### config.mk
export PLATFORM = sky130hd
export DESIGN_NAME = fetch_sequencer
export DESIGN_NICKNAME = d
export VERILOG_FILES = /design/src/rtl/fetch_sequencer.sv
export SDC_FILE = /design/constraint.sdc
export NUM_CORES = 1
export LEC_CHECK = 0
export ABC_AREA = 1
export BUFFER_PORTS_ARGS = -buffer_cell sky130_fd_sc_hd__buf_2
export CORE_AREA = 2 2 187 116
export CTS_CLUSTER_SIZE = 25
export DETAILED_ROUTE_END_ITERATION = 16
export DIE_AREA = 0 0 189 118
export SKIP_LAST_GASP = 1
export SYNTH_ARGS = -nofsm -noshare
export SYNTH_HDL_FRONTEND = slang
export SYNTH_SLANG_ARGS = --single-unit
### constraint.sdc
create_clock -name clock -period 7.5 [get_ports clock]
set_input_delay 1.125 -clock clock [delete_from_list [all_inputs] [get_ports clock]]
set_output_delay 1.125 -clock clock [all_outputs]
set_load 0.1 [all_outputs]
### src/rtl/fetch_sequencer.sv
// rtl/fetch_sequencer.sv - instruction fetch sequencer: owns the fetch PC, issues one
// outstanding imem request at a time and hands fetched words to decode.
module fetch_sequencer #(
  parameter int                ADDR_W   = 32,
  parameter logic [ADDR_W-1:0] RESET_PC = '0
) (
  input  logic              clock,
  input  logic              reset,
  input  logic              fetch_en,
  output logic              imem_req,
  output logic [ADDR_W-1:0] imem_addr,
  input  logic              imem_ack,
  input  logic [ADDR_W-1:0] imem_rdata,
  output logic              inst_valid,
  output logic [ADDR_W-1:0] inst,
  output logic [ADDR_W-1:0] inst_pc,
  input  logic              dec_ready,
  input  logic              redirect,
  input  logic [ADDR_W-1:0] redirect_pc,
  output logic              busy
);

  typedef enum logic [2:0] {S_IDLE, S_REQ, S_WAIT, S_HOLD, S_DRAIN} state_t;

  localparam logic [ADDR_W-1:0] PC_STEP = {{(ADDR_W-1){1'b0}}, 1'b1};

  state_t            state, state_n;
  logic [ADDR_W-1:0] pc, pc_n;
  logic [ADDR_W-1:0] inst_n, inst_pc_n;
  logic              valid_n;
  state_t            resume;

  always_ff @(posedge clock or posedge reset) begin
    if (reset) begin
      state      <= S_IDLE;
      pc         <= RESET_PC;
      inst       <= '0;
      inst_pc    <= '0;
      inst_valid <= 1'b0;
    end else begin
      state      <= state_n;
      pc         <= pc_n;
      inst       <= inst_n;
      inst_pc    <= inst_pc_n;
      inst_valid <= valid_n;
    end
  end

  always_comb begin
    state_n   = state;
    pc_n      = pc;
    inst_n    = inst;
    inst_pc_n = inst_pc;
    valid_n   = inst_valid;
    resume    = fetch_en ? S_REQ : S_IDLE;

    case (state)
      S_IDLE:  if (fetch_en) state_n = S_REQ;
      S_REQ:   state_n = S_WAIT;
      S_WAIT: begin
        if (imem_ack) begin
          inst_n    = imem_rdata;
          inst_pc_n = pc;
          valid_n   = 1'b1;
          pc_n      = pc + PC_STEP;
          state_n   = S_HOLD;
        end
      end
      S_HOLD: begin
        if (inst_valid && dec_ready) begin
          valid_n = 1'b0;
          state_n = resume;
        end
      end
      S_DRAIN: if (imem_ack) state_n = resume;
      default: state_n = S_IDLE;
    endcase

    // A redirect overrides everything above; a request already issued must be drained.
    if (redirect) begin
      pc_n      = redirect_pc;
      valid_n   = 1'b0;
      inst_n    = inst;
      inst_pc_n = inst_pc;
      case (state)
        S_IDLE, S_HOLD: state_n = resume;
        S_REQ:          state_n = S_DRAIN;
        S_WAIT:         state_n = imem_ack ? resume : S_DRAIN;
        S_DRAIN:        state_n = imem_ack ? resume : S_DRAIN;
        default:        state_n = S_IDLE;
      endcase
    end
  end

  assign imem_req  = (state == S_REQ);
  assign imem_addr = pc;
  assign busy      = (state == S_REQ) || (state == S_WAIT) || (state == S_DRAIN);

endmodule

==> flow_summary.ini, run 1 <==
[detailed_routing]
routed_wl_um = 16920
via_per_inst = 4.410
dr.pass1.iters = 5
avgRoutedWirePerCell_um = 14.80
drtIter0Drc = 314
drc_errors = 0
vias = 5041
drtAntennaViolNets = 0

[yosys]
syn_inst = 701
ys_warn_count = 0
synth_xor_area_share_pct = 0
synth_top_family_by_area = simple AND/OR/NAND/NOR gates
synth_mux_area_share_pct = 0
ys_seq_area_share_pct = 49.57
yosys.area_share.simple_pct = 35.37
avgSynthCellArea_um2 = 7.202
ys_top_cells_by_area = dfrtp_1 (50%), nand2_1 (22%), nor2_1 (6.7%)
synth-compound-area-share_pct = 8.302
synth_adder_area_share_pct = 0.2478
yosysTopAreaCell = dfrtp_1
synth-seq-cells = 100
synth_top_area_share_pct = 49.57
synth_fp_nets = 772
syn_area_um2 = 5049
synth_cell_type_count = 30

[timing]
period_needed_ns = 2.931
slew_violations = 0
finalCritPeriodShare_pct = 39.07
max-slew-margin-rel_pct = 43.08
max_freq_ghz = 0.3412
setup_ws_ns = 4.570
worstMarginPinSlew_ns = 0.8538
finalSetupViolations = 0
hold_violations = 0
finClkSkew_ns = 0.008524
holdWs_ns = 0.4705
setup_tns_ns = 0
rsz0062_at_grt = false

[clock_tree]
cts_resized = 0
htreeDepth = 3
numCtsBuffers = 9
cts_max_path_buffers = 2
cts_tree = yes
cts_root_buf = clkbuf_16
cts_setup_buffers = 0
clk-insertion-delay-late_ns = 0.36
postCtsHoldBufs = 0
path_clk_slew_ns = 0.07
clock_sinks = 100

[grt]
grt_first_pass_wirelength_um = 26850
antenna_found_initial = 0
grt_max_degree = 73
grt_usage_pct = 15.48
overflow = 0
grt_pass1_vias = 4756

[floorplanning]
io_pins = 169
coreArea_um2 = 20570
die_h_um = 118
dieArea_um2 = 22300
rows = 41
initial_core_util_pct = 24.54
die_w_um = 189

[setup_path]
cp-start-kind = flip-flop
worstSetupEndpointType = output port
cp.arrival_ns = 1.81
crit_type = flip-flop to output port
cp.required_ns = 6.38
worstPathMaxFanout = 6

[final_layout]
num-fill-cells = 2255
final_common_cell = nand2_1
multiInputGateArea_um2 = 2217
seq_area_um2 = 2502
fin_nets = 930
area_growth_pct = 27.96
fin_cells = 1143
mostFrequentLayoutCells = nand2_1 (300), buf_2 (168), dfrtp_1 (100)
antenna_cells_inserted = 0
drive_gt1_share_pct = 23.38

[placed_design]
pre_cts_slack_ns = 4.217
dp.cells = 1127
gp_congestion = 0.8629
io_buffers = 168
hpwl_um = 12670

[min_path]
hp-class = flip-flop to flip-flop

[status]
outcome = complete, no violations

[job]
cap_violations = 0
metrics by stage:
stage               cell area (um^2)  utilization (%)
detailed placement              6133            29.82
global placement                6133            29.82
finish                          6460            31.40
floorplan                       5049                -
global route                    6460            31.40
CTS                             6460            31.40
critical path, cell delays in order (launching register included):
cell and delay (ns):
dfrtp_1 0.43, inv_1 0.12, nor3_1 0.27, inv_1 0.10
nand3_1 0.10, buf_2 0.43
layout make-up:
| type | instances | area share [%] |
|---|---|---|
| sequential | 100 | 38.74 |
| multi-input combinational | 524 | 34.32 |
| timing repair buffer | 171 | 13.36 |
| tap | 279 | 5.404 |
| clock buffer | 10 | 3.699 |
| inverter | 53 | 3.118 |
| clock inverter | 6 | 1.356 |
path summary, 6_finish.rpt:
check                          from            to  slack, ns  depth (start not counted)
min                        inst[15]      inst[15]       0.47                          2
min in group asynchronous     reset      inst[17]       0.79                          2
max                        state[0]          busy       4.57                          5
max in group asynchronous     reset   inst_pc[23]       5.46                          3
max reg2reg                state[2]  imem_addr[0]       4.96                          9
min reg2reg                inst[15]      inst[15]       0.47                          2
layer usage:
layer / routed length, um / track usage, %
met3: 1447 / 4.413
met4: 110 / 2.539
met2: 6690 / 21.20
met1: 8667 / 23.93
met5: 0 / 0
registers in the layout, summed over array words and instances (netlist names):
name and count:
imem_addr 32, inst 32, inst_pc 32, inst_valid 1, state 3
Yosys cell counts, drive strengths merged:
cell type,count
buf,18
a32oi,1
dfrtp,100
inv,53
nand3,36
nand4,3
nand2,303
nor2,97
a211oi,1
o22ai,5
o211ai,5
a22oi,1
nor3b,1
clkbuf,6
and2,2
a31oi,1
o21ai,49
ha,1
a21oi,15
nor4,1
nor3,2
cell families after synthesis:
group | Yosys count
and+or+nand+nor | 445
DFF | 100
AOI/OAI and AO/OA | 78
buffers and inverters | 77
adders and majority gates | 1
Power of run 1 is not shown: default switching activity piles up to over one toggle a cycle in this logic, so the estimate is an artifact.
==> run 2, diff against run 1 <==
==> constraint.sdc (replaced) <==
create_clock -name clock -period 2.53 [get_ports clock]
set_input_delay 0.3795 -clock clock [delete_from_list [all_inputs] [get_ports clock]]
set_output_delay 0.3795 -clock clock [all_outputs]
set_load 0.1 [all_outputs]
==> flow_summary.ini, run 2 (synthesis gave the netlist of run 1 again) <==
[placed_design]
gp_congestion = 0.8564
hpwl_um = 13020
io_buffers = 168

[clock_tree]
cts_tree = yes
clk-insertion-delay-late_ns = 0.35
clock_sinks = 100
postCtsHoldBufs = 1
cts_setup_buffers = 0
path_clk_slew_ns = 0.08
numCtsBuffers = 9
cts_root_buf = clkbuf_16
htreeDepth = 3
cts_resized = 0
cts_max_path_buffers = 2

[setup_path]
worstSetupEndpointType = output port
max_stage_delay_ns = 0.49
cp-endpoint = busy
crit_type = flip-flop to output port
cp.arrival_ns = 1.84
crit_slowest_cell = dfrtp_1
rrSetupSlack_ns = 0.54
worstPathMaxFanout = 6
cp-start-kind = flip-flop
path_cells = inv_1, nor2_1, nand2_1, nand3_2, buf_2
critPathLaunch = state[1]
r2r_start = state[2]
reg2reg_depth = 9
r2r_end = imem_addr[27]
cp.required_ns = 2.15

[detailed_routing]
vias = 5109
dr.pass1.iters = 5
routed_wl_um = 17240
drtIter0Drc = 327
drc_errors = 0
avgRoutedWirePerCell_um = 15.01
via_per_inst = 4.446
drtAntennaViolNets = 0

[status]
outcome = complete, no violations

[floorplanning]
die_h_um = 118
rows = 41
io_pins = 169
die_w_um = 189
initial_core_util_pct = 24.54
dieArea_um2 = 22300
coreArea_um2 = 20570

[final_layout]
seq_area_um2 = 2502
area_growth_pct = 29.32
drive_gt1_share_pct = 24.02
mostFrequentLayoutCells = nand2_1 (300), buf_2 (168), dfrtp_1 (100)
num-fill-cells = 2238
fin_nets = 936
antenna_cells_inserted = 0
multiInputGateArea_um2 = 2233
final_common_cell = nand2_1

[timing]
max-slew-margin-rel_pct = 58.00
worstMarginPinSlew_ns = 0.6291
period_needed_ns = 2.222
finalCritPeriodShare_pct = 87.84
hold_violations = 0
rsz0062_at_grt = false
finalSetupViolations = 0
slew_violations = 0
setup_tns_ns = 0
max_freq_ghz = 0.4500
finClkSkew_ns = 0.006911

[grt]
grt_max_degree = 65
grt_first_pass_wirelength_um = 26930
grt_usage_pct = 15.60
antenna_found_initial = 1
overflow = 0
grt_pass1_vias = 4712

[min_path]
hp-class = input port to flip-flop

[job]
cap_violations = 0
[run 2: changes by cell type in the layout (fill, tap and decap cells not counted)]
cell	previous run	this run
inv_8	0	1
nand3_1	36	35
buf_12	0	3
clkinvlp_4	3	2
inv_6	0	3
nor3_1	2	1
inv_4	1	0
clkinv_2	1	0
dlygate4sd3_1	0	1
buf_4	3	5
bufinv_16	2	0
clkinv_4	0	1
nor3_4	0	1
nand3_2	0	1
[run 2: worst min-delay path by stage]
stage	start	end	cells after the start
after floorplan	imem_rdata[16]	inst[16]	2
after global placement	reset	inst_pc[23]	2
after detailed placement	reset	inst_pc[23]	2
after CTS	imem_rdata[16]	inst[16]	3
after global routing	imem_rdata[17]	inst[17]	3
final	imem_rdata[16]	inst[16]	3
[run 2: metrics by stage]
| step | cells | instance area [um^2] | worst slack, ns | hold slack, ns | utilization [%] |
|---|---|---|---|---|---|
| after global placement | 1132 | 6226 | 0.5969 | 0.3619 | 30.27 |
| after CTS | 1149 | 6529 | 0.2723 | 0.2082 | 31.74 |
| after floorplan | 701 | 5069 | 0.2337 | 0.4961 | - |
| final | 1149 | 6529 | 0.3077 | 0.2227 | 31.74 |
| after detailed placement | 1132 | 6226 | 0.5740 | 0.3628 | 30.27 |
| after global routing | 1149 | 6529 | 0.1503 | 0.2130 | 31.74 |
[run 2: per-layer routing]
layer | global-route usage, % | part of all wire [%] | up-vias
met2 | 21.47 | 39 | 203
met5 | 0 | 0.075 | -
met4 | 2.393 | 0.59 | 2
met1 | 24.23 | 52 | 2368
met3 | 4.264 | 8.0 | 12
li1 | - | - | 2524
[run 2: area by class of cell]
type	count	area share, %
tap	279	5.347
inverter	53	3.105
clock buffer	10	3.660
timing repair buffer	177	14.53
sequential	100	38.33
multi-input combinational	524	34.21
clock inverter	6	0.8241
[run 2: critical path, delay by kind of cell (launching register included)]
kind                   cells  cell delay (ns)
AND/OR/NAND/NOR            3             0.49
flip-flops                 1             0.49
buffers and inverters      2             0.52
Power of run 2 is left out for the same reason.
